[config.mk]
export PLATFORM = sky130hd
export DESIGN_NAME = cache_arbiter
export DESIGN_NICKNAME = d
export VERILOG_FILES = /design/src/rtl/lc3b_types.sv /design/src/rtl/cache_arbiter.sv
export SDC_FILE = /design/constraint.sdc
export NUM_CORES = 1
export LEC_CHECK = 0
export ABC_AREA = 0
export BUFFER_PORTS_ARGS = -buffer_cell sky130_fd_sc_hd__clkbuf_2
export CORE_AREA = 2 2 269 271
export CTS_CLUSTER_DIAMETER = 120
export DETAILED_ROUTE_END_ITERATION = 10
export DIE_AREA = 0 0 271 273
export GPL_TIMING_DRIVEN = 0
export PLACE_DENSITY = 0.4
export SKIP_CTS_REPAIR_TIMING = 1
export SYNTH_ARGS = -nofsm -noshare
export SYNTH_HDL_FRONTEND = slang
export SYNTH_SLANG_ARGS = --single-unit
[constraint.sdc]
create_clock -name clk -period 3.7 [get_ports clk]
set_input_delay 0.74 -clock clk [delete_from_list [all_inputs] [get_ports clk]]
set_output_delay 0.74 -clock clk [all_outputs]
set_load 0.01 [all_outputs]
[src/rtl/lc3b_types.sv]
// ============================================================================
//  Module      : lc3b_types (package)
//  Description : Shared LC-3b types for the memory hierarchy: word and cache
//                line widths, the cache arbiter FSM state encoding and the
//                default line-offset width.
//  Revision    : 1.0  initial release
// ============================================================================
`default_nettype none

package lc3b_types;

    typedef logic [15:0]  lc3b_word;
    typedef logic [127:0] lc3b_line;

    // Arbiter FSM states
    typedef enum logic [1:0] {
        IDLE   = 2'd0,
        BUSY_I = 2'd1,
        BUSY_D = 2'd2,
        RESP   = 2'd3
    } arb_state_e;

    // A 128-bit line spans 16 bytes, so 4 address bits select within a line
    localparam int c_OFFSET_BITS = 4;

endpackage

`default_nettype wire

[src/rtl/cache_arbiter.sv]
// ============================================================================
//  Module      : cache_arbiter
//  Description : Arbitrates instruction-cache fills and data-cache fills /
//                writebacks onto a single physical-memory port. One pmem
//                transaction at a time; the granted side gets a one-cycle
//                resp pulse with the returned line.
//                Optional feature: define ARB_RR_EN for round-robin
//                arbitration on simultaneous requests (default: the data
//                side always wins).
//  Revision    : 1.0  initial release
// ============================================================================
`default_nettype none

module cache_arbiter
    import lc3b_types::*;
#(
    parameter int OFFSET_BITS = c_OFFSET_BITS
) (
    input  logic         clk,
    input  logic         reset,

    // Instruction cache side
    input  logic         i_read,
    input  logic [15:0]  i_addr,
    output logic [127:0] i_rdata,
    output logic         i_resp,

    // Data cache side
    input  logic         d_read,
    input  logic         d_write,
    input  logic [15:0]  d_addr,
    input  logic [127:0] d_wdata,
    output logic [127:0] d_rdata,
    output logic         d_resp,

    // Physical memory side
    output logic         pmem_read,
    output logic         pmem_write,
    output logic [15:0]  pmem_address,
    output logic [127:0] pmem_wdata,
    input  logic [127:0] pmem_rdata,
    input  logic         pmem_resp
);

    // Clears the within-line offset bits of the latched address
    localparam lc3b_word c_ADDR_MASK = ~((16'd1 << OFFSET_BITS) - 16'd1);

    arb_state_e r_state;
    arb_state_e w_next_state;

    logic       r_sel_d;     // granted side: 1 = data cache, 0 = instruction cache
    logic       r_write;     // latched operation is a writeback
    lc3b_word   r_addr;
    lc3b_line   r_wdata;
    lc3b_line   r_line;      // last line returned by physical memory

    logic       w_d_req;
    logic       w_req_any;
    logic       w_grant_d;
    logic       w_prio_d;
    logic       w_busy;
    logic       w_accept;

    assign w_d_req   = d_read | d_write;
    assign w_req_any = i_read | w_d_req;
    assign w_busy    = (r_state == BUSY_I) || (r_state == BUSY_D);
    assign w_accept  = (r_state == IDLE) && w_req_any;

`ifdef ARB_RR_EN
    // Priority pointer: 1 means the data side wins the next tie
    logic r_prio_d;

    // After every grant, priority passes to the side that was not served
    always_ff @(posedge clk) begin
        if (reset) begin
            r_prio_d <= 1'b1;
        end else if (w_accept) begin
            r_prio_d <= ~w_grant_d;
        end
    end

    assign w_prio_d = r_prio_d;
`else
    assign w_prio_d = 1'b1;
`endif

    // Data side is granted when it is the only requester or it holds priority
    assign w_grant_d = w_d_req && (!i_read || w_prio_d);

    // Next-state logic
    always_comb begin
        w_next_state = r_state;
        case (r_state)
            IDLE: begin
                if (w_req_any) begin
                    w_next_state = w_grant_d ? BUSY_D : BUSY_I;
                end
            end
            BUSY_I, BUSY_D: begin
                if (pmem_resp) begin
                    w_next_state = RESP;
                end
            end
            RESP:    w_next_state = IDLE;
            default: w_next_state = IDLE;
        endcase
    end

    // State register; reset abandons any transaction in flight
    always_ff @(posedge clk) begin
        if (reset) begin
            r_state <= IDLE;
        end else begin
            r_state <= w_next_state;
        end
    end

    // Latch the granted request at acceptance; requester inputs are not
    // looked at again until the FSM is back in IDLE
    always_ff @(posedge clk) begin
        if (reset) begin
            r_sel_d <= 1'b0;
            r_write <= 1'b0;
            r_addr  <= '0;
            r_wdata <= '0;
        end else if (w_accept) begin
            r_sel_d <= w_grant_d;
            r_write <= w_grant_d & d_write;   // read+write together is a write
            r_addr  <= w_grant_d ? d_addr  : i_addr;
            r_wdata <= w_grant_d ? d_wdata : '0;
        end
    end

    // Capture the returned line; it stays visible until the next completion
    always_ff @(posedge clk) begin
        if (reset) begin
            r_line <= '0;
        end else if (w_busy && pmem_resp) begin
            r_line <= pmem_rdata;
        end
    end

    assign pmem_read    = w_busy & ~r_write;
    assign pmem_write   = w_busy &  r_write;
    assign pmem_address = r_addr & c_ADDR_MASK;
    assign pmem_wdata   = r_wdata;

    assign i_resp  = (r_state == RESP) & ~r_sel_d;
    assign d_resp  = (r_state == RESP) &  r_sel_d;
    assign i_rdata = r_line;
    assign d_rdata = r_line;

endmodule

`default_nettype wire

Yosys cells after proc, flatten, opt, wreduce, memory -nomap -nowiden
Cells that the tools add are included.
Cells by class
  equality and inequality tests: 5
  mux-type cells: 6
  bitwise logic cells: 9
  reduce and logical (&&, ||, !) cells: 6
Operators by type and width (count)
  128-bit two-way mux: 1
  16-bit two-way mux: 1
  2-bit two-way mux: 3
  2-bit one-hot mux with 3 select lines: 1
  1-bit bitwise AND: 5
  2-bit == test (second input constant): 2
  2-bit inequality test (second input constant): 2
  2-bit by 1-bit == test with 1-bit output (second input constant): 1
  1-bit logical AND: 2
  2-bit zero test: 1
  1-bit NOT: 2
  1-bit bitwise OR: 2
  2-bit AND reduction: 1
  2-bit OR reduction: 1
  1-bit logical OR: 1
Word-level totals
  bits in registers: 276
  bits of input ports: 294
  output and inout port bits: 404
  word-level logic and storage cells: 32

Depth between registers and ports, before layout
  depth in word-level cells: 4
  depth in mapped cells: 8
  mapped depth without buffers: 5

Worst setup path before layout
OpenSTA, ideal clock, no wires.
  path type: input-to-reg
  start: in d_write
  end: reg r_wdata[0] (netlist: pmem_wdata[0])
  library setup time: 0.059 ns
  arrival: 1.741 ns
  required time: 3.641 ns
  setup slack: 1.900 ns
  cell stages on the path: 7
  buffers on the path: 4
  path through: buf_6 o31a_1 buf_4 nor2_8 buf_8 buf_6 a22o_1
On the way
  cells in the longest elaborated chain, start to end: 3
  elaborated cells between the ends (all ways): 4
  classes of those cells: mux (1); bitwise (2); reduce/logical (1)
RTL lines
  start, declared: line cache_arbiter.sv:30  | input logic d_write,
  1-bit bitwise OR (*): line cache_arbiter.sv:64  | assign w_d_req = d_read | d_write;
  1-bit bitwise OR: line cache_arbiter.sv:65  | assign w_req_any = i_read | w_d_req;
  1-bit logical AND: line cache_arbiter.sv:67  | assign w_accept = (r_state == IDLE) && w_req_any;
  end signal, assigned: line cache_arbiter.sv:130  | r_wdata <= w_grant_d ? d_wdata : '0;
  end, declared: line cache_arbiter.sv:54  | lc3b_line r_wdata;
Mark *: on every way between the ends. The rest lies on a longest branch, timed or not.
A chain may end at the register's enable or synchronous reset.

Final worst setup path
  start: reg r_state[0]
  end: reg r_line[90] (netlist: d_rdata[90])
On the way
  cells in the longest elaborated chain, start to end: 3
  elaborated cells between the ends (all ways): 4
  classes of those cells: eq/ne (2); reduce/logical (2)
RTL lines
  start, declared: line cache_arbiter.sv:48  | arb_state_e r_state;
  start signal, assigned: line cache_arbiter.sv:114  | r_state <= w_next_state;
  2-bit by 1-bit == test with 1-bit output / 2-bit == test (equally long branches): line cache_arbiter.sv:66  | assign w_busy = (r_state == BUSY_I) || (r_state == BUSY_D);
  1-bit logical OR (*): line cache_arbiter.sv:66
  1-bit logical AND (*): line cache_arbiter.sv:138  | end else if (w_busy && pmem_resp) begin
  end signal, assigned: line cache_arbiter.sv:139  | r_line <= pmem_rdata;
  end, declared: line cache_arbiter.sv:55  | lc3b_line r_line;
Marked as above.

==> impl_metrics.csv <==
group,metric,value,unit
yosys,syn_area_per_cell,9.389,sq um
timing,finClkSkew,0.009894,ns
die,rows,98,
grt,grt_pass1_vias,10050,
final_layout,syn_to_final_growth,56.54,%
clocking,cts_tree,"built",
clocking,ctsHtreeMaxLevel,2,
power,intPower,7.535,mW
clocking,clk_latency,0.54,ns
die,coreArea,71000,sq um
die,die_width,271,um
timing,setup_tns,0,ns
power,pwr-share-comb,37.1,%
grt,gr-total-overflow,0,
timing,tightest_slew,1.027,ns
clocking,clk_pin_slew,0.06,ns
final_layout,nets,2097,
detailed_routing,drt_pass1_iterations,4,
clocking,ctsLongestPathBuffers,3,
timing,fin_ws,1.080,ns
die,die_h,273,um
power,p_sw_share,37.12,%
clocking,clockRootBuffer,"clkbuf_16",
grt,grt_pass1_wl,65.44,mm
critical_path,cp-start-kind,"flop",
timing,rsz0062_at_grt,"no",
power,power.density,757.7,nW/um^2
detailed_routing,vias_per_cell,3.674,
die,start_util,14.23,%
final_layout,layout-drive-gt1-share,50.61,%
detailed_routing,vias,10180,
yosys,syn_area,10100,sq um
die,die_area,73980,sq um
yosys,yosysTopAreaCell,"dfxtp_1",
yosys,synthTopCellsByArea,"dfxtp_1 54%, a22o_1 11%, nand2_1 10%",
placement,dp_hpwl,37.86,mm
timing,max_freq,381.7,MHz
grt,groute.usage.overall,11.82,%
outcome,outcome,"completed",
power,switchingPower,4.447,mW
critical_path,critical_path_class,"reg2reg",
grt,grt_max_degree,12,
timing,report.final.slew_viol_count,0,
die,io_pins,698,
yosys,synth.distinct_cells,26,
detailed_routing,wl,46.71,mm
detailed_routing,ant_nets,0,
grt,antenna_found_initial,5,
timing,fin_crit_sh,70.81,%
final_layout,multi_input_area,3204,sq um
critical_path,crit_arrival,3.08,ns
detailed_routing,routedWlPerCell,16.85,um
power,p_seq_share,35.4,%
final_layout,nFillCells,7940,
yosys,yosysSeqAreaShare,53.90,%
critical_path,critical_path.max_fanout,11,
power,max-vdd-ir-drop,280.6,uV
detailed_routing,drtIter0Drc,333,
placement,globalplace.congestion,0.8827,
clocking,cts_buffers,35,
clocking,clock_sinks,272,
flow_run,maxCapViolCount,0,
critical_path,worst_setup_path_end_kind,"flop",
timing,relSlewSlack,31.52,%
yosys,ys_warn_count,0,
timing,setup_viol,0,
final_layout,area.sequential,5445,sq um
power,clkPwrFrac,27.5,%
yosys,ys_ff_latch,272,
placement,portBuffers,684,
timing,final.min_clock_period,2.620,ns
power,p_leak,7.768,nW
timing,hold_viol,0,
yosys,synth_top_area_share,53.90,%
placement,post-place-ws,0.7069,ns
detailed_routing,drc,0,
worst_hold_path,min_path_type,"in2reg",
yosys,synthCells,1076,
critical_path,cp_data_required_time,4.16,ns
## cells in the mapped netlist
cell type  number
dfxtp_1       272
nand2_1       272
buf_4         133
a21oi_1       131
a22o_1        128
buf_2          36
clkbuf_1       23
nor2_1         16
buf_6          14
a311oi_1       13
o21ai_0        13
buf_1           4
and2_1          3
ha_1            3
inv_1           3
nor2b_1         2
a211o_1         1
buf_8           1
conb_1          1
mux2i_1         1
nand2b_1        1
nor2_8          1
nor3b_1         1
o31a_1          1
o41ai_1         1
or4b_4          1
## metal layers
layer / up-vias / GRT usage [%] / routed length (um)
met4: 6 / 3.926 / 1191
met3: 75 / 3.400 / 3145
met2: 370 / 20.52 / 23180
met5: - / 0 / 38
met1: 4749 / 13.94 / 19150
li1: 4984 / - / -
## path summary, 6_finish.rpt
kind,startpoint,endpoint,slack (ns),cells past startpoint
worst max-delay path,r_state[0]$_SDFFE_PP0P_,d_rdata[90]$_SDFFE_PP0P_,1.08,7
worst min-delay path,d_wdata[17],pmem_wdata[17]$_SDFFE_PP0P_,0.41,2
worst max register to register,r_state[0]$_SDFFE_PP0P_,d_rdata[90]$_SDFFE_PP0P_,1.08,7
worst min register to register,r_sel_d$_SDFFE_PP0P_,r_sel_d$_SDFFE_PP0P_,0.47,2
## logic make-up (layout without fill, tap and decap cells)
logic type	count (synthesis)	after routing	share of synthesized area, %
AO/OA/AOI/OAI	288	288	19.62
AND/OR/NAND/NOR	297	297	11.48
multiplexers	1	1	0.09909
other	1	8	0.03712
buffers and inverters	214	953	14.49
flip-flops	272	272	53.90
adder cells (fa/ha/maj)	3	3	0.3716
## final cells by class
class | count | share of cell area (%)
antenna | 4 | 0.06330
buffer | 211 | 9.186
clock buffer | 47 | 6.266
clock inverter | 8 | 0.5538
inverter | 3 | 0.07121
multi-input combinational | 593 | 20.26
sequential | 272 | 34.43
tap | 950 | 7.516
timing repair buffer | 684 | 21.65
## power groups by stage
stage | logic, mW | registers [mW] | clock network [mW]
floorplan | 2.21 | 4.49 | 0
global placement | 4.49 | 4.29 | 0
detailed placement | 4.51 | 4.30 | 0
CTS | 4.52 | 4.25 | 3.44
global route | 4.86 | 4.34 | 3.55
finish | 4.44 | 4.24 | 3.30
## metrics by stage
stage | hold slack, ns | power, mW | instances | utilization [%] | cell area [sq um]
final | 0.4144 | 11.98 | 2772 | 22.27 | 15810
after global routing | 0.3741 | 12.75 | 2768 | 22.26 | 15800
after CTS | 0.3663 | 12.22 | 2768 | 22.26 | 15800
after detailed placement | 0.4553 | 8.817 | 2713 | 20.74 | 14730
after global placement | 0.4568 | 8.779 | 2713 | 20.74 | 14730
after floorplan | 0.4451 | 6.696 | 1079 | - | 10110
## flip-flops by register name, indices dropped and copies added (netlist names)
name and flops:
d_rdata 128, r_write 1, r_state 2, r_addr 12, pmem_wdata 128, r_sel_d 1
## cells in the final DEF, fill, tap and decap left out, drive strengths merged
cell type and n:
a211o 1, a21oi 131, a22o 128, a311oi 13
and2 3, buf 188, bufinv 1, clkbuf 754
clkinv 4, conb 4, dfxtp 272, diode 4
ha 3, inv 6, mux2i 1, nand2 272
nand2b 1, nor2 17, nor2b 2, nor3b 1
o21ai 13, o31a 1, o41ai 1, or4b 1
## critical path: stages (launching register included)
cell and delay (ns):
dfxtp_1 0.37, inv_1 0.08, ha_1 0.45, nand2_1 0.13, clkbuf_1 0.77, buf_1 0.49
nand2_1 0.11, a21oi_1 0.15
Note: power is estimated with default switching activity, not from simulation.
